## config.mk

```make
export PLATFORM = sky130hd
export DESIGN_NAME = ro_puf_seq
export DESIGN_NICKNAME = d
export VERILOG_FILES = /design/src/rtl/ro_puf_seq.sv
export SDC_FILE = /design/constraint.sdc
export NUM_CORES = 1
export LEC_CHECK = 0
export CORE_MARGIN = 2
export CORE_UTILIZATION = 52
export CTS_BUF_LIST = sky130_fd_sc_hd__clkbuf_16
export CTS_CLUSTER_SIZE = 14
export DETAILED_ROUTE_END_ITERATION = 10
export GPL_ROUTABILITY_DRIVEN = 0
export MAX_ROUTING_LAYER = met4
export PLACE_DENSITY = 0.91
export SLEW_MARGIN = 15
export SYNTH_ARGS = -nofsm -noshare
export SYNTH_HDL_FRONTEND = slang
export SYNTH_SLANG_ARGS = --single-unit
```

## constraint.sdc

```tcl
create_clock -name clk_ref -period 3.1 [get_ports clk_ref]
set_input_delay 0.62 -clock clk_ref [delete_from_list [all_inputs] [get_ports clk_ref]]
set_output_delay 0.62 -clock clk_ref [all_outputs]
set_load 0.02 [all_outputs]
```

## src/rtl/ro_puf_seq.sv

```systemverilog
// ro_puf_seq: time-multiplexed ring-oscillator PUF evaluator.
// One shared counter pair measures each RO pair in turn (pair k compares
// ro_in[k] against ro_in[k+PAIRS]) and the response is built bit by bit.
// Optional build macro PUF_MAJORITY_EN: each pair is measured VOTES times
// and its response bit is the majority of the individual comparisons.
module ro_puf_seq #(
  parameter int PAIRS = 64,
  parameter int CNT_W = 24,
  parameter int WIN_W = 24,
  parameter int VOTES = 5,
  localparam int IDX_W = (PAIRS > 1) ? $clog2(PAIRS) : 1
) (
  input  logic                 clk_ref,
  input  logic                 rst,
  input  logic                 start,
  input  logic [2*PAIRS-1:0]   ro_in,
  input  logic [WIN_W-1:0]     window_cycles,
  output logic                 busy,
  output logic                 done,
  output logic [PAIRS-1:0]     puf_response,
  output logic [IDX_W-1:0]     pair_idx
);

  typedef enum logic [2:0] {
    S_IDLE, S_CLEAR, S_SETTLE, S_COUNT, S_COMPARE, S_FIN
  } state_t;

  state_t             state_reg, state_next;
  logic               start_accept;
  logic [WIN_W-1:0]   win_reg;
  logic [WIN_W-1:0]   timer_reg;
  logic [IDX_W-1:0]   pair_idx_reg;
  logic [PAIRS-1:0]   resp_reg;
  logic [CNT_W-1:0]   cnt_a_reg, cnt_b_reg;
  logic [1:0]         sync_a_reg, sync_b_reg;
  logic               prev_a_reg, prev_b_reg;
  logic               rise_a, rise_b;
  logic               win_now;
  logic               last_pair;
  logic               last_vote;
  logic               bit_val;
  logic [PAIRS-1:0]   ro_lo, ro_hi;

  assign ro_lo     = ro_in[PAIRS-1:0];
  assign ro_hi     = ro_in[2*PAIRS-1:PAIRS];
  assign rise_a    = sync_a_reg[1] & ~prev_a_reg;
  assign rise_b    = sync_b_reg[1] & ~prev_b_reg;
  assign win_now   = (cnt_a_reg > cnt_b_reg);
  assign last_pair = (pair_idx_reg == IDX_W'(PAIRS - 1));

`ifdef PUF_MAJORITY_EN
  localparam int VW = $clog2(VOTES + 1);
  logic [VW-1:0] vote_idx_reg, wins_reg, wins_total;

  assign wins_total = wins_reg + VW'(win_now);
  assign last_vote  = (vote_idx_reg == VW'(VOTES - 1));
  assign bit_val    = (wins_total > VW'(VOTES / 2));

  // Vote bookkeeping: which evaluation of the current pair, and wins so far
  always_ff @(posedge clk_ref) begin
    if (rst || start_accept) begin
      vote_idx_reg <= '0;
      wins_reg     <= '0;
    end else if (state_reg == S_COMPARE) begin
      if (last_vote) begin
        vote_idx_reg <= '0;
        wins_reg     <= '0;
      end else begin
        vote_idx_reg <= vote_idx_reg + VW'(1);
        wins_reg     <= wins_total;
      end
    end
  end
`else
  assign last_vote = 1'b1;
  assign bit_val   = win_now;
`endif

  // Two-flop synchronisers plus edge-detect history for the selected pair
  always_ff @(posedge clk_ref) begin
    if (rst) begin
      sync_a_reg <= '0;
      sync_b_reg <= '0;
      prev_a_reg <= 1'b0;
      prev_b_reg <= 1'b0;
    end else begin
      sync_a_reg <= {sync_a_reg[0], ro_lo[pair_idx_reg]};
      sync_b_reg <= {sync_b_reg[0], ro_hi[pair_idx_reg]};
      prev_a_reg <= sync_a_reg[1];
      prev_b_reg <= sync_b_reg[1];
    end
  end

  // Shared edge counters: cleared per measurement, saturate instead of wrapping
  always_ff @(posedge clk_ref) begin
    if (rst || state_reg == S_CLEAR) begin
      cnt_a_reg <= '0;
      cnt_b_reg <= '0;
    end else if (state_reg == S_COUNT) begin
      if (rise_a && cnt_a_reg != '1) cnt_a_reg <= cnt_a_reg + CNT_W'(1);
      if (rise_b && cnt_b_reg != '1) cnt_b_reg <= cnt_b_reg + CNT_W'(1);
    end
  end

  // State register
  always_ff @(posedge clk_ref) begin
    if (rst) state_reg <= S_IDLE;
    else     state_reg <= state_next;
  end

  // Next-state decode and status outputs
  always_comb begin
    state_next   = state_reg;
    busy         = 1'b0;
    done         = 1'b0;
    start_accept = 1'b0;
    case (state_reg)
      S_IDLE: begin
        if (start) begin
          start_accept = 1'b1;
          state_next   = S_CLEAR;
        end
      end
      S_CLEAR: begin
        busy       = 1'b1;
        state_next = S_SETTLE;
      end
      S_SETTLE: begin
        busy = 1'b1;
        if (timer_reg == '0) state_next = S_COUNT;
      end
      S_COUNT: begin
        busy = 1'b1;
        if (timer_reg == '0) state_next = S_COMPARE;
      end
      S_COMPARE: begin
        busy       = 1'b1;
        state_next = (last_vote && last_pair) ? S_FIN : S_CLEAR;
      end
      S_FIN: begin
        done       = 1'b1;
        state_next = S_IDLE;
      end
      default: state_next = S_IDLE;
    endcase
  end

  // Window latch, phase timer, pair index and response bits
  always_ff @(posedge clk_ref) begin
    if (rst) begin
      win_reg      <= WIN_W'(1);
      timer_reg    <= '0;
      pair_idx_reg <= '0;
      resp_reg     <= '0;
    end else begin
      case (state_reg)
        S_IDLE: begin
          if (start) begin
            // A zero window would never count; run it as one cycle
            win_reg      <= (window_cycles == '0) ? WIN_W'(1) : window_cycles;
            pair_idx_reg <= '0;
            resp_reg     <= '0;
          end
        end
        S_CLEAR:  timer_reg <= WIN_W'(1);
        S_SETTLE: timer_reg <= (timer_reg == '0) ? win_reg - WIN_W'(1)
                                                 : timer_reg - WIN_W'(1);
        S_COUNT:  timer_reg <= timer_reg - WIN_W'(1);
        S_COMPARE: begin
          if (last_vote) begin
            resp_reg[pair_idx_reg] <= bit_val;
            if (!last_pair) pair_idx_reg <= pair_idx_reg + IDX_W'(1);
          end
        end
        default: ;
      endcase
    end
  end

  assign puf_response = resp_reg;
  assign pair_idx     = pair_idx_reg;

endmodule

```

==> metrics <==
CTS root buf=clkbuf_16; MaxCap Viol Count=0; YS warnings=0; Worst Hold End=puf_response[38]; die area=21,800 µm²; CP max-delay cell=clkdlybuf4s50_1; CTS clk-pin slew, worst paths=80 ps; nets@finish=1,727; min-delay src=rst; post-synthesis sequential area ratio=32.7%; average wire per standard cell=19.0 µm; count of input and output buffers=226; CTS Buffer Depth=2; DRC=0; Die Height=148 µm; setup bufs post-CTS=0; final hold vios=0; PostCTS Resize Cnt=0; grt total ovfl=0; worst skew pair latency=450 ps; cts-stage hold buffer count=0; total vias in the final route=11,800; H-tree depth=4; CP Cell Sequence=nor2_1, xnor2_1, clkdlybuf4s50_1; gr usage total=32.0%; Slew HR=33.3%; fraction of registers with async set or reset after synthesis=0%; Finish-stage setup viols=0; Cell Pwr Density=685 nW/µm²; crit share post-route=90.8%; routing usage on met3=4.63%; Lkg Pwr=4.75 nW; unrepaired setup endpoints after global routing=no; Cell Area, Synth=10,700 µm²; CP Capture Type=primary output; post-route ant nets=0; pin count of the biggest net entering global routing=73; gr busiest metal=met2; FF-to-FF End=puf_response[48]; VDD IR-drop max=0.719 mV; f_max=355 MHz; crit path kind=reg -> out; Fin Hold WS=429 ps; initial antenna violation count=1; core area=20,200 µm²; status=finished clean; Rows=52; setup_tns=0 ps; Main synth FF type=dfxtp_1; Cells after Synth=1,362; initial core utilization=53.0%; Post-Route Skew=19.4 ps; Post-synth EDFFs=0; synth unique cells=72; Ports=227; Num CTS Buffers=17; CP Data Required Time=2480 ps; DP HPWL=24.7 mm; final core occ=68.7%; clock sinks=175; Area growth, synth to finish=29.7%; worst-margin pin slew=992 ps; critical path startpoint category=flip-flop; delay-heaviest family, CP=buffers and inverters; vias in the first global route=11,200; syn_area_per_cell=7.87 µm²; initial drt markers=1,404; post-synth net total=1,546; first-pass GRT wire length=55.8 mm; WP data arrival=2200 ps; max incr delay on CP=670 ps; Hold WC Path Type=in -> reg; Reg2Reg Setup Slack=640 ps; width of the die=148 µm; CP bufs+invs=1; Largest register FFs=64; Synth Register Bits=175; Routed Wire Length=34.7 mm; Worst Hold Path Cells=2; worst r2r path cells=8; met1 Track Usage GR=38.5%; layout cells sized above 1=7.39%; minimum clock period=2820 ps; drt via density=6.46; DRT Pass-1 Iters=6; M2 GR Usage=52.5%; CTS tree=yes; R2R Path Start=cnt_b_reg[16]; CP Max Fanout=17; max-slew violations=0
==> per-layer routing <==
metal / vias to the layer above / wire length (µm) / part of all wire (%)
met2: 704 / 16800 / 49
li1: 5435 / - / -
met4: 0 / 1840 / 5.3
met3: 155 / 2800 / 8.1
met5: - / 0 / 0
met1: 5501 / 13200 / 38
==> final cells by class <==
type	instances	area [µm²]
fillers	1522	6330
diodes	1	2.50
clock inverters	15	234
well taps	270	338
inverters	36	135
repair buffers	259	2560
clock buffers	17	425
flip-flops and latches	175	3510
multi-input cells	1054	6710
==> cell families (layout without fill, tap and decap cells) <==
kind of cell | count (synthesis) | in the layout | synth area share (%)
AO/OA/AOI/OAI | 307 | 307 | 18.9
adder cells (fa/ha/maj) | 29 | 29 | 3.38
flip-flops | 175 | 175 | 32.7
other | 0 | 1 | 0
XOR/XNOR | 50 | 50 | 4.08
multiplexers | 42 | 42 | 5.48
AND/OR/NAND/NOR | 626 | 626 | 30.6
buffers and inverters | 133 | 327 | 4.89
==> worst register-to-register path, stage by stage, from the launching register on <==
cell and delay [ps]:
dfxtp_1 450, inv_1 100, ha_1 280, nand4_1 110, nor3_1 350, and4_1 260
buf_4 470, or3_1 240, o21ai_0 70
==> stage by stage <==
step                      area (µm²)  worst slack, ps  total power [mW]  instances
final                          13900              284              9.52       1827
after global routing           13900              173              9.93       1827
after CTS                      13900              302              9.33       1826
after detailed placement       13200              619              6.91       1794
after global placement         13200              598              6.77       1794
after floorplan                10700              687              5.67       1362
==> power breakdown <==
part	switching [mW]	internal [mW]	total, mW
logic	2.74	1.71	4.44
registers	0.294	2.44	2.73
clock network	1.19	1.15	2.35
==> cell usage after synthesis (9+ instances only) <==
cell type  instances  share of area, %
nor2_1            83               2.9
o21ai_0           81               3.8
ha_1              29               3.4
or3_1             58               3.4
nor2b_1           13              0.76
a21o_1            11              0.77
o211ai_1          18               1.3
nand4_1           32               1.9
and3_1            26               1.5
dfxtp_1          175                33
a22oi_1           15               1.0
a21oi_1           72               3.4
mux2i_1           16               1.5
a31oi_1           11              0.64
xnor2_1           29               2.4
a311oi_1           9              0.73
inv_1             36               1.3
nand3_1           99               4.6
xor2_1            21               1.7
nand2_1          159               5.6
mux4_2            12               2.5
and4_1            17               1.4
nor3_1            36               1.7
or4_1              9              0.63
mux2_2            14               1.5
o41ai_1           17               1.4
nand2b_1          16              0.93
nor4_1            31               1.8
clkbuf_1          79               2.8
==> layout by cell type, fill, tap and decap left out, types with 14 or more instances in the layout <==
cell and count:
nand2_1 159, mux2_2 14, dfxtp_1 173, nor4_1 31
o41ai_1 17, clkbuf_16 17, nand3_1 99, o211ai_1 18
buf_4 30, a22oi_1 15, ha_1 29, inv_1 36
mux2i_1 16, nand4_1 32, xnor2_1 29, clkdlybuf4s50_1 225
nand2b_1 16, xor2_1 21, and3_1 26, and4_1 17
nor2_1 82, or3_1 58, a21oi_1 72, o21ai_0 81
nor3_1 36
==> worst max-delay path by stage <==
stage / startpoint / end / slack [ps] / cells after the start
after detailed placement: ro_in[63] / sync_a_reg[0] / 620 / 6
after global placement: ro_in[63] / sync_a_reg[0] / 600 / 6
after floorplan: cnt_b_reg[2] / puf_response[32] / 690 / 9
after global routing: state_reg[0] / busy / 170 / 3
final: state_reg[0] / busy / 280 / 3
after CTS: state_reg[0] / busy / 300 / 3
No activity file was read; power rests on OpenSTA's default activity.
